--- config.mk ---
export PLATFORM = sky130hd
export DESIGN_NAME = piece_motion_ctrl
export DESIGN_NICKNAME = d
export VERILOG_FILES = /design/src/rtl/chess_pkg.sv /design/src/rtl/frame_tick_gen.sv /design/src/rtl/piece_motion_ctrl.sv
export SDC_FILE = /design/constraint.sdc
export NUM_CORES = 1
export LEC_CHECK = 0
export ABC_AREA = 1
export BUFFER_PORTS_ARGS = -buffer_cell sky130_fd_sc_hd__buf_2
export CAP_MARGIN = 30
export CORE_UTILIZATION = 25
export CTS_CLUSTER_SIZE = 8
export DETAILED_ROUTE_END_ITERATION = 8
export SETUP_SLACK_MARGIN = 0.3
export SYNTH_ARGS = -nofsm -noshare
export SYNTH_HDL_FRONTEND = slang
export SYNTH_SLANG_ARGS = --single-unit
--- constraint.sdc ---
create_clock -name vga_clk -period 9 [get_ports vga_clk]
set_clock_uncertainty 0.15 [all_clocks]
set_input_delay 0.45 -clock vga_clk [delete_from_list [all_inputs] [get_ports vga_clk]]
set_output_delay 0.45 -clock vga_clk [all_outputs]
set_load 0.005 [all_outputs]
--- src/rtl/chess_pkg.sv ---
`default_nettype none
// ============================================================================
//  Module      : chess_pkg
//  Description : Shared board types, geometry constants and the per-axis
//                slide helper used by the piece motion controllers.
//  Revision    : 1.0
// ============================================================================
package chess_pkg;

    typedef logic [2:0] file_t;
    typedef logic [2:0] rank_t;

    localparam int SQ_PX    = 60;
    localparam int BOARD_X0 = 80;
    localparam int VBLANK_Y = 480;

    typedef enum logic [1:0] {
        IDLE   = 2'd0,
        MOVING = 2'd1,
        DONE   = 2'd2
    } motion_state_t;

    // One axis moves toward tgt by min(step, |tgt-cur|), so it never overshoots.
    function automatic logic [9:0] step_toward(
        input logic [9:0] cur,
        input logic [9:0] tgt,
        input logic [9:0] step
    );
        logic signed [10:0] diff;
        logic        [10:0] mag;
        logic        [9:0]  amt;
        diff = $signed({1'b0, tgt}) - $signed({1'b0, cur});
        mag  = diff[10] ? 11'(-diff) : 11'(diff);
        amt  = (mag > {1'b0, step}) ? step : mag[9:0];
        step_toward = diff[10] ? (cur - amt) : (cur + amt);
    endfunction

endpackage
`default_nettype wire

--- src/rtl/frame_tick_gen.sv ---
`default_nettype none
// ============================================================================
//  Module      : frame_tick_gen
//  Description : One-cycle pulse at the start of vertical blank, taken from
//                the rising edge of (DrawX == 0 && DrawY == VBLANK_Y).
//  Revision    : 1.0
// ============================================================================
module frame_tick_gen
    import chess_pkg::*;
(
    input  logic       clk,
    input  logic       rst,
    input  logic [9:0] i_draw_x,
    input  logic [9:0] i_draw_y,
    output logic       o_frame_tick
);

    logic w_vblank_start;
    logic r_vblank_start_d;

    assign w_vblank_start = (i_draw_x == 10'd0) && (i_draw_y == 10'(VBLANK_Y));

    always_ff @(posedge clk) begin
        if (rst) begin
            r_vblank_start_d <= 1'b0;
        end else begin
            r_vblank_start_d <= w_vblank_start;
        end
    end

    assign o_frame_tick = w_vblank_start && !r_vblank_start_d;

endmodule
`default_nettype wire

--- src/rtl/piece_motion_ctrl.sv ---
`default_nettype none
// ============================================================================
//  Module      : piece_motion_ctrl
//  Description : Per-piece square/position state; slides the sprite offsets
//                toward a commanded square, updating only on vblank ticks.
//                SMOOTH_SLIDE_EN selects stepped sliding; otherwise the
//                sprite snaps to the target on the first tick.
//  Revision    : 1.0
// ============================================================================
module piece_motion_ctrl #(
    parameter int INIT_FILE = 0,
    parameter int INIT_RANK = 0,
    parameter int SQ_PX     = 60,
    parameter int STEP_PX   = 4
) (
    input  logic       vga_clk,
    input  logic       reset,
    input  logic [9:0] DrawX,
    input  logic [9:0] DrawY,
    input  logic       move_valid,
    output logic       move_ready,
    input  logic [2:0] move_file,
    input  logic [2:0] move_rank,
    input  logic       capture_req,
    input  logic       sel_set,
    input  logic       sel_clr,
    output logic [9:0] offsetX,
    output logic [9:0] offsetY,
    output logic       captured,
    output logic       selected,
    output logic [2:0] cur_file,
    output logic [2:0] cur_rank,
    output logic       busy,
    output logic       move_done
);

    localparam logic [9:0] c_init_x = 10'(INIT_FILE * SQ_PX);
    localparam logic [9:0] c_init_y = 10'(INIT_RANK * SQ_PX);
`ifdef SMOOTH_SLIDE_EN
    localparam logic [9:0] c_step   = 10'(STEP_PX);
`else
    // Larger than any on-screen distance, so the first tick lands on target.
    localparam logic [9:0] c_step   = 10'h3FF;
`endif

    if (STEP_PX < 1 || STEP_PX > SQ_PX) begin : g_step_px_range
        $error("piece_motion_ctrl: STEP_PX must lie in 1..SQ_PX");
    end

    chess_pkg::motion_state_t r_state;
    chess_pkg::motion_state_t w_state_nxt;

    chess_pkg::file_t r_file;
    chess_pkg::rank_t r_rank;
    logic [9:0]       r_off_x;
    logic [9:0]       r_off_y;
    logic [9:0]       r_tgt_x;
    logic [9:0]       r_tgt_y;
    logic             r_captured;
    logic             r_selected;
    logic             r_cap_pend;

    logic       w_tick;
    logic       w_accept;
    logic       w_arrive;
    logic       w_cap_set;
    logic [9:0] w_dest_x;
    logic [9:0] w_dest_y;
    logic [9:0] w_step_x;
    logic [9:0] w_step_y;

    frame_tick_gen u_frame_tick_gen (
        .clk          (vga_clk),
        .rst          (reset),
        .i_draw_x     (DrawX),
        .i_draw_y     (DrawY),
        .o_frame_tick (w_tick)
    );

    assign w_accept = (r_state == chess_pkg::IDLE) && move_valid && !r_captured;
    assign w_dest_x = 10'(int'(move_file) * SQ_PX);
    assign w_dest_y = 10'(int'(move_rank) * SQ_PX);
    assign w_step_x = chess_pkg::step_toward(r_off_x, r_tgt_x, c_step);
    assign w_step_y = chess_pkg::step_toward(r_off_y, r_tgt_y, c_step);
    assign w_arrive = (w_step_x == r_tgt_x) && (w_step_y == r_tgt_y);

    // A capture that arrives mid-move is deferred until the sprite has landed.
    assign w_cap_set = ((r_state == chess_pkg::IDLE)   && capture_req && !w_accept) ||
                       ((r_state == chess_pkg::MOVING) && w_tick && w_arrive &&
                        (r_cap_pend || capture_req)) ||
                       ((r_state == chess_pkg::DONE)   && capture_req);

    always_ff @(posedge vga_clk) begin
        if (reset) begin
            r_state <= chess_pkg::IDLE;
        end else begin
            r_state <= w_state_nxt;
        end
    end

    always_comb begin
        w_state_nxt = r_state;
        move_ready  = 1'b0;
        busy        = 1'b0;
        move_done   = 1'b0;
        case (r_state)
            chess_pkg::IDLE: begin
                move_ready = !r_captured;
                if (move_valid && !r_captured) begin
                    w_state_nxt = chess_pkg::MOVING;
                end
            end
            chess_pkg::MOVING: begin
                busy = 1'b1;
                if (w_tick && w_arrive) begin
                    w_state_nxt = chess_pkg::DONE;
                end
            end
            chess_pkg::DONE: begin
                move_done   = 1'b1;
                w_state_nxt = chess_pkg::IDLE;
            end
            default: begin
                w_state_nxt = chess_pkg::IDLE;
            end
        endcase
    end

    always_ff @(posedge vga_clk) begin
        if (reset) begin
            r_off_x    <= c_init_x;
            r_off_y    <= c_init_y;
            r_tgt_x    <= c_init_x;
            r_tgt_y    <= c_init_y;
            r_file     <= 3'(INIT_FILE);
            r_rank     <= 3'(INIT_RANK);
            r_captured <= 1'b0;
            r_selected <= 1'b0;
            r_cap_pend <= 1'b0;
        end else begin
            if (w_accept) begin
                r_tgt_x <= w_dest_x;
                r_tgt_y <= w_dest_y;
                r_file  <= move_file;
                r_rank  <= move_rank;
            end

            if ((r_state == chess_pkg::MOVING) && w_tick) begin
                r_off_x <= w_step_x;
                r_off_y <= w_step_y;
            end

            if (w_cap_set) begin
                r_captured <= 1'b1;
            end

            if ((r_state == chess_pkg::MOVING) && w_tick && w_arrive) begin
                r_cap_pend <= 1'b0;
            end else if (capture_req &&
                         ((r_state == chess_pkg::MOVING) || w_accept)) begin
                r_cap_pend <= 1'b1;
            end

            if (sel_clr || w_accept || w_cap_set) begin
                r_selected <= 1'b0;
            end else if (sel_set && !r_captured && !busy) begin
                r_selected <= 1'b1;
            end
        end
    end

    assign offsetX  = r_off_x;
    assign offsetY  = r_off_y;
    assign captured = r_captured;
    assign selected = r_selected;
    assign cur_file = r_file;
    assign cur_rank = r_rank;

endmodule
`default_nettype wire
==> flow_results.xml <==
<?xml version="1.0" encoding="UTF-8"?>
<metrics>
  <group name="yosys">
    <metric name="synth_nets" unit="">973</metric>
    <metric name="synth-seq-area-share" unit="">0.164</metric>
    <metric name="post_synth_fa_ha_maj_area_fraction" unit="">0.139</metric>
    <metric name="syn_inst" unit="">886</metric>
    <metric name="synth_top_area_cell" unit="">sky130_fd_sc_hd__dfxtp_1</metric>
    <metric name="muxShareOfSynthArea" unit="">0</metric>
    <metric name="post_synth_and_or_nand_nor_area_fraction" unit="">0.390</metric>
    <metric name="yosysUniqueCellTypes" unit="">43</metric>
    <metric name="netlist.area_leader.share" unit="">0.164</metric>
    <metric name="synth_compound_gate_area_share" unit="">0.123</metric>
    <metric name="synth_top_family_by_area" unit="">simple AND/OR/NAND/NOR gates</metric>
    <metric name="syn-cell-area" unit="um2">5380</metric>
    <metric name="synthesis.area_per_instance" unit="um2">6.07</metric>
    <metric name="synth-seq-cells" unit="">44</metric>
    <metric name="synth-xor-area-share" unit="">0.0586</metric>
    <metric name="yosys_warnings" unit="">0</metric>
    <metric name="most_area_consuming_cells_after_synthesis" unit="">sky130_fd_sc_hd__dfxtp_1 16%, sky130_fd_sc_hd__nand2_1 15%, sky130_fd_sc_hd__ha_1 11%</metric>
  </group>
  <group name="route">
    <metric name="vias_per_cell" unit="">4.57</metric>
    <metric name="ant_nets" unit="">0</metric>
    <metric name="routed_via_count" unit="">5546</metric>
    <metric name="first_pass_iters" unit="">5</metric>
    <metric name="post_drt_wl_per_cell" unit="um">12.5</metric>
    <metric name="drt_first_iter_violations" unit="">305</metric>
    <metric name="postRouteWirelength" unit="um">15200</metric>
    <metric name="detail_route.drc_violations" unit="">0</metric>
  </group>
  <group name="cts">
    <metric name="postCtsSetupRepairBufs" unit="">0</metric>
    <metric name="cts.reportedPaths.clkPinSlew" unit="ps">70</metric>
    <metric name="worst_skew_pair.late_latency" unit="ps">290</metric>
    <metric name="post_cts_resized" unit="">0</metric>
    <metric name="clkSinkCount" unit="">44</metric>
    <metric name="numCtsBuffers" unit="">5</metric>
    <metric name="clockBufferDepth" unit="">2</metric>
    <metric name="cts-htree-levels" unit="">2</metric>
    <metric name="postCtsHoldBufs" unit="">0</metric>
    <metric name="ctsRootBufferMaster" unit="">sky130_fd_sc_hd__clkbuf_16</metric>
    <metric name="tritoncts" unit="">done</metric>
  </group>
  <group name="worst_setup_path">
    <metric name="cp_max_fo" unit="">16</metric>
    <metric name="critPathMostFrequentCell" unit="">sky130_fd_sc_hd__nand2_1</metric>
    <metric name="critical_path.max_stage_delay" unit="ps">510</metric>
    <metric name="worst-setup-path-type" unit="">reg2reg</metric>
    <metric name="timing.critical_path.to_type" unit="">flip-flop</metric>
    <metric name="cp_data_arrival_time" unit="ps">5760</metric>
    <metric name="start_kind" unit="">flip-flop</metric>
    <metric name="crit_slowest_cell" unit="">sky130_fd_sc_hd__inv_1</metric>
    <metric name="timing.critical_path.required" unit="ps">9090</metric>
  </group>
  <group name="global_route">
    <metric name="via_count_of_the_first_global_routing_pass" unit="">4893</metric>
    <metric name="number_of_antenna_violations_at_the_first_check_in_global_routing" unit="">0</metric>
    <metric name="grt_first_pass_wirelength" unit="um">24600</metric>
    <metric name="grt_max_degree" unit="">28</metric>
    <metric name="groute.usage.overall" unit="">0.139</metric>
    <metric name="grt.overflow.total" unit="">0</metric>
  </group>
  <group name="sta">
    <metric name="report.final.setup_viol" unit="">0</metric>
    <metric name="finalHoldViolCount" unit="">0</metric>
    <metric name="rsz0062_at_grt" unit="">no</metric>
    <metric name="drv_slew" unit="">0</metric>
    <metric name="worst_hold_margin" unit="ps">318</metric>
    <metric name="maxSlewHeadroom" unit="">0.390</metric>
    <metric name="worstMarginPinSlew" unit="ps">914</metric>
    <metric name="finalCriticalPeriod" unit="ps">5670</metric>
    <metric name="finalSetupTns" unit="ps">0</metric>
    <metric name="maxClockFrequency" unit="MHz">176</metric>
    <metric name="fin_crit_sh" unit="">0.630</metric>
  </group>
  <group name="die">
    <metric name="chipWidth" unit="um">149</metric>
    <metric name="initial_core_util" unit="">0.256</metric>
    <metric name="placeableCoreArea" unit="um2">21000</metric>
    <metric name="ios" unit="">63</metric>
    <metric name="full_die_area" unit="um2">22100</metric>
    <metric name="fp-row-count" unit="">53</metric>
    <metric name="die_height" unit="um">149</metric>
  </group>
  <group name="finish">
    <metric name="synthToLayoutAreaGrowth" unit="%">13.5</metric>
    <metric name="antenna_cells_inserted" unit="">0</metric>
    <metric name="share_of_post_route_cells_with_drive_strength_above_1" unit="">0.134</metric>
    <metric name="layout.cells.most_common_list" unit="">219 x sky130_fd_sc_hd__nand2_1, 146 x sky130_fd_sc_hd__inv_1, 82 x sky130_fd_sc_hd__nand3_1</metric>
    <metric name="layout.cells.most_common" unit="">sky130_fd_sc_hd__nand2_1</metric>
    <metric name="fin_nets" unit="">1025</metric>
  </group>
  <group name="place">
    <metric name="gp_routability_congestion" unit="">0.853</metric>
    <metric name="hpwlAfterDp" unit="um">12400</metric>
    <metric name="numPortBuffers" unit="">62</metric>
  </group>
  <group name="power">
    <metric name="powerDensity" unit="nW/um2">243</metric>
    <metric name="cellLeakagePower" unit="nW">3.32</metric>
    <metric name="power.total" unit="W">0.00148</metric>
    <metric name="worst_ir_drop_on_vdd" unit="mV">0.0757</metric>
  </group>
  <group name="job">
    <metric name="max_cap_viol_count" unit="">0</metric>
  </group>
  <group name="outcome">
    <metric name="status" unit="">completed</metric>
  </group>
  <group name="min_path">
    <metric name="hp-class" unit="">in2reg</metric>
  </group>
</metrics>
[flip-flops by register name, summed over array words and instances (netlist names)]
name                               cells
captured                               1
cur_file                               3
cur_rank                               3
offsetX                               10
offsetY                               10
r_cap_pend                             1
r_state                                2
r_tgt_x                                6
r_tgt_y                                6
selected                               1
u_frame_tick_gen.r_vblank_start_d      1
[worst paths after layout]
check                           startpoint                  endpoint  slack (ps)  cells past startpoint
setup reg to reg   offsetX[4]$_SDFFE_PP0P_     captured$_SDFFE_PP0P_        3330                     38
hold reg to reg   cur_file[2]$_SDFFE_PP0P_  cur_file[2]$_SDFFE_PP0P_         320                      2
setup / recovery   offsetX[4]$_SDFFE_PP0P_     captured$_SDFFE_PP0P_        3330                     38
hold / removal                move_file[2]  cur_file[2]$_SDFFE_PP0P_         320                      3
[per-stage QoR]
stage | worst slack (ps) | utilization | std cells | area, um2
3_3_place_gp | 3390 | 0.283 | 1206 | 5950
3_5_place_dp | 3360 | 0.283 | 1206 | 5950
5_1_grt | 2740 | 0.290 | 1214 | 6100
6_report | 3330 | 0.290 | 1214 | 6100
2_1_floorplan | 4290 | - | 886 | 5380
4_1_cts | 3350 | 0.290 | 1214 | 6100
[cells in the mapped netlist]
| cell | count |
|---|---|
| sky130_fd_sc_hd__nand3_1 | 82 |
| sky130_fd_sc_hd__o21bai_1 | 1 |
| sky130_fd_sc_hd__nor2_1 | 76 |
| sky130_fd_sc_hd__a211oi_1 | 3 |
| sky130_fd_sc_hd__clkbuf_1 | 10 |
| sky130_fd_sc_hd__or2_2 | 5 |
| sky130_fd_sc_hd__ha_1 | 47 |
| sky130_fd_sc_hd__a21oi_1 | 56 |
| sky130_fd_sc_hd__inv_2 | 7 |
| sky130_fd_sc_hd__nand4_1 | 15 |
| sky130_fd_sc_hd__o311ai_1 | 1 |
| sky130_fd_sc_hd__buf_6 | 2 |
| sky130_fd_sc_hd__nor3_2 | 3 |
| sky130_fd_sc_hd__a31oi_1 | 8 |
| sky130_fd_sc_hd__buf_2 | 2 |
| sky130_fd_sc_hd__xnor2_1 | 11 |
| sky130_fd_sc_hd__and2_1 | 1 |
| sky130_fd_sc_hd__a221oi_1 | 1 |
| sky130_fd_sc_hd__nand3_2 | 5 |
| sky130_fd_sc_hd__and3_1 | 2 |
| sky130_fd_sc_hd__a21oi_2 | 1 |
| sky130_fd_sc_hd__o311ai_0 | 2 |
| sky130_fd_sc_hd__nand3_4 | 1 |
| sky130_fd_sc_hd__fa_1 | 8 |
| sky130_fd_sc_hd__nor4_1 | 2 |
| sky130_fd_sc_hd__nor3_1 | 10 |
| sky130_fd_sc_hd__inv_1 | 146 |
| sky130_fd_sc_hd__nand4_2 | 2 |
| sky130_fd_sc_hd__nand2_2 | 17 |
| sky130_fd_sc_hd__a21o_1 | 1 |
| sky130_fd_sc_hd__nand4_4 | 1 |
| sky130_fd_sc_hd__o211ai_1 | 3 |
| sky130_fd_sc_hd__buf_1 | 1 |
| sky130_fd_sc_hd__nor2_2 | 9 |
| sky130_fd_sc_hd__xor2_1 | 25 |
| sky130_fd_sc_hd__nor2_4 | 2 |
| sky130_fd_sc_hd__o21ai_0 | 42 |
| sky130_fd_sc_hd__dfxtp_1 | 44 |
| sky130_fd_sc_hd__buf_4 | 3 |
| sky130_fd_sc_hd__o21ai_2 | 1 |
| sky130_fd_sc_hd__o21ai_1 | 2 |
| sky130_fd_sc_hd__nand3b_1 | 6 |
| sky130_fd_sc_hd__nand2_1 | 219 |
[worst max-delay path: cells and delay by family (launching register included)]
family | cells | cell delay [ps]
XOR/XNOR | 1 | 150
AND/OR/NAND/NOR | 27 | 3000
AO/OA/AOI/OAI | 1 | 150
buffers and inverters | 6 | 840
adder cells (fa/ha/maj) | 3 | 870
flip-flops | 1 | 420
[final cells by class]
cell class | count | area [um2]
Sequential cell | 44 | 881
Tap cell | 275 | 344
Multi-Input combinational cell | 671 | 3830
Clock inverter | 2 | 15.0
Timing Repair Buffer | 63 | 318
Fill cell | 2338 | 14900
Inverter | 153 | 574
Clock buffer | 6 | 139
[report_power, final]
part           internal [W]  leakage, nW  switching [W]
logic              0.000363         2.90       0.000709
clock network      0.000111       0.0691      0.0000830
registers          0.000205        0.359      0.0000101
total              0.000678         3.32       0.000802
[metal layers]
metal | up-vias | wire, um | GRT usage
met3 | 6 | 792 | 0.0193
li1 | 2957 | - | -
met4 | 0 | 83 | 0.0186
met5 | - | 0 | 0
met2 | 131 | 6750 | 0.226
met1 | 2452 | 7590 | 0.198
[cells by family after synthesis]
group | Yosys count
simple gates | 458
flops | 44
xor+xnor | 36
buf+inv | 171
fa+ha+maj | 55
compound gates | 122
(Power assumes the default switching activity.)
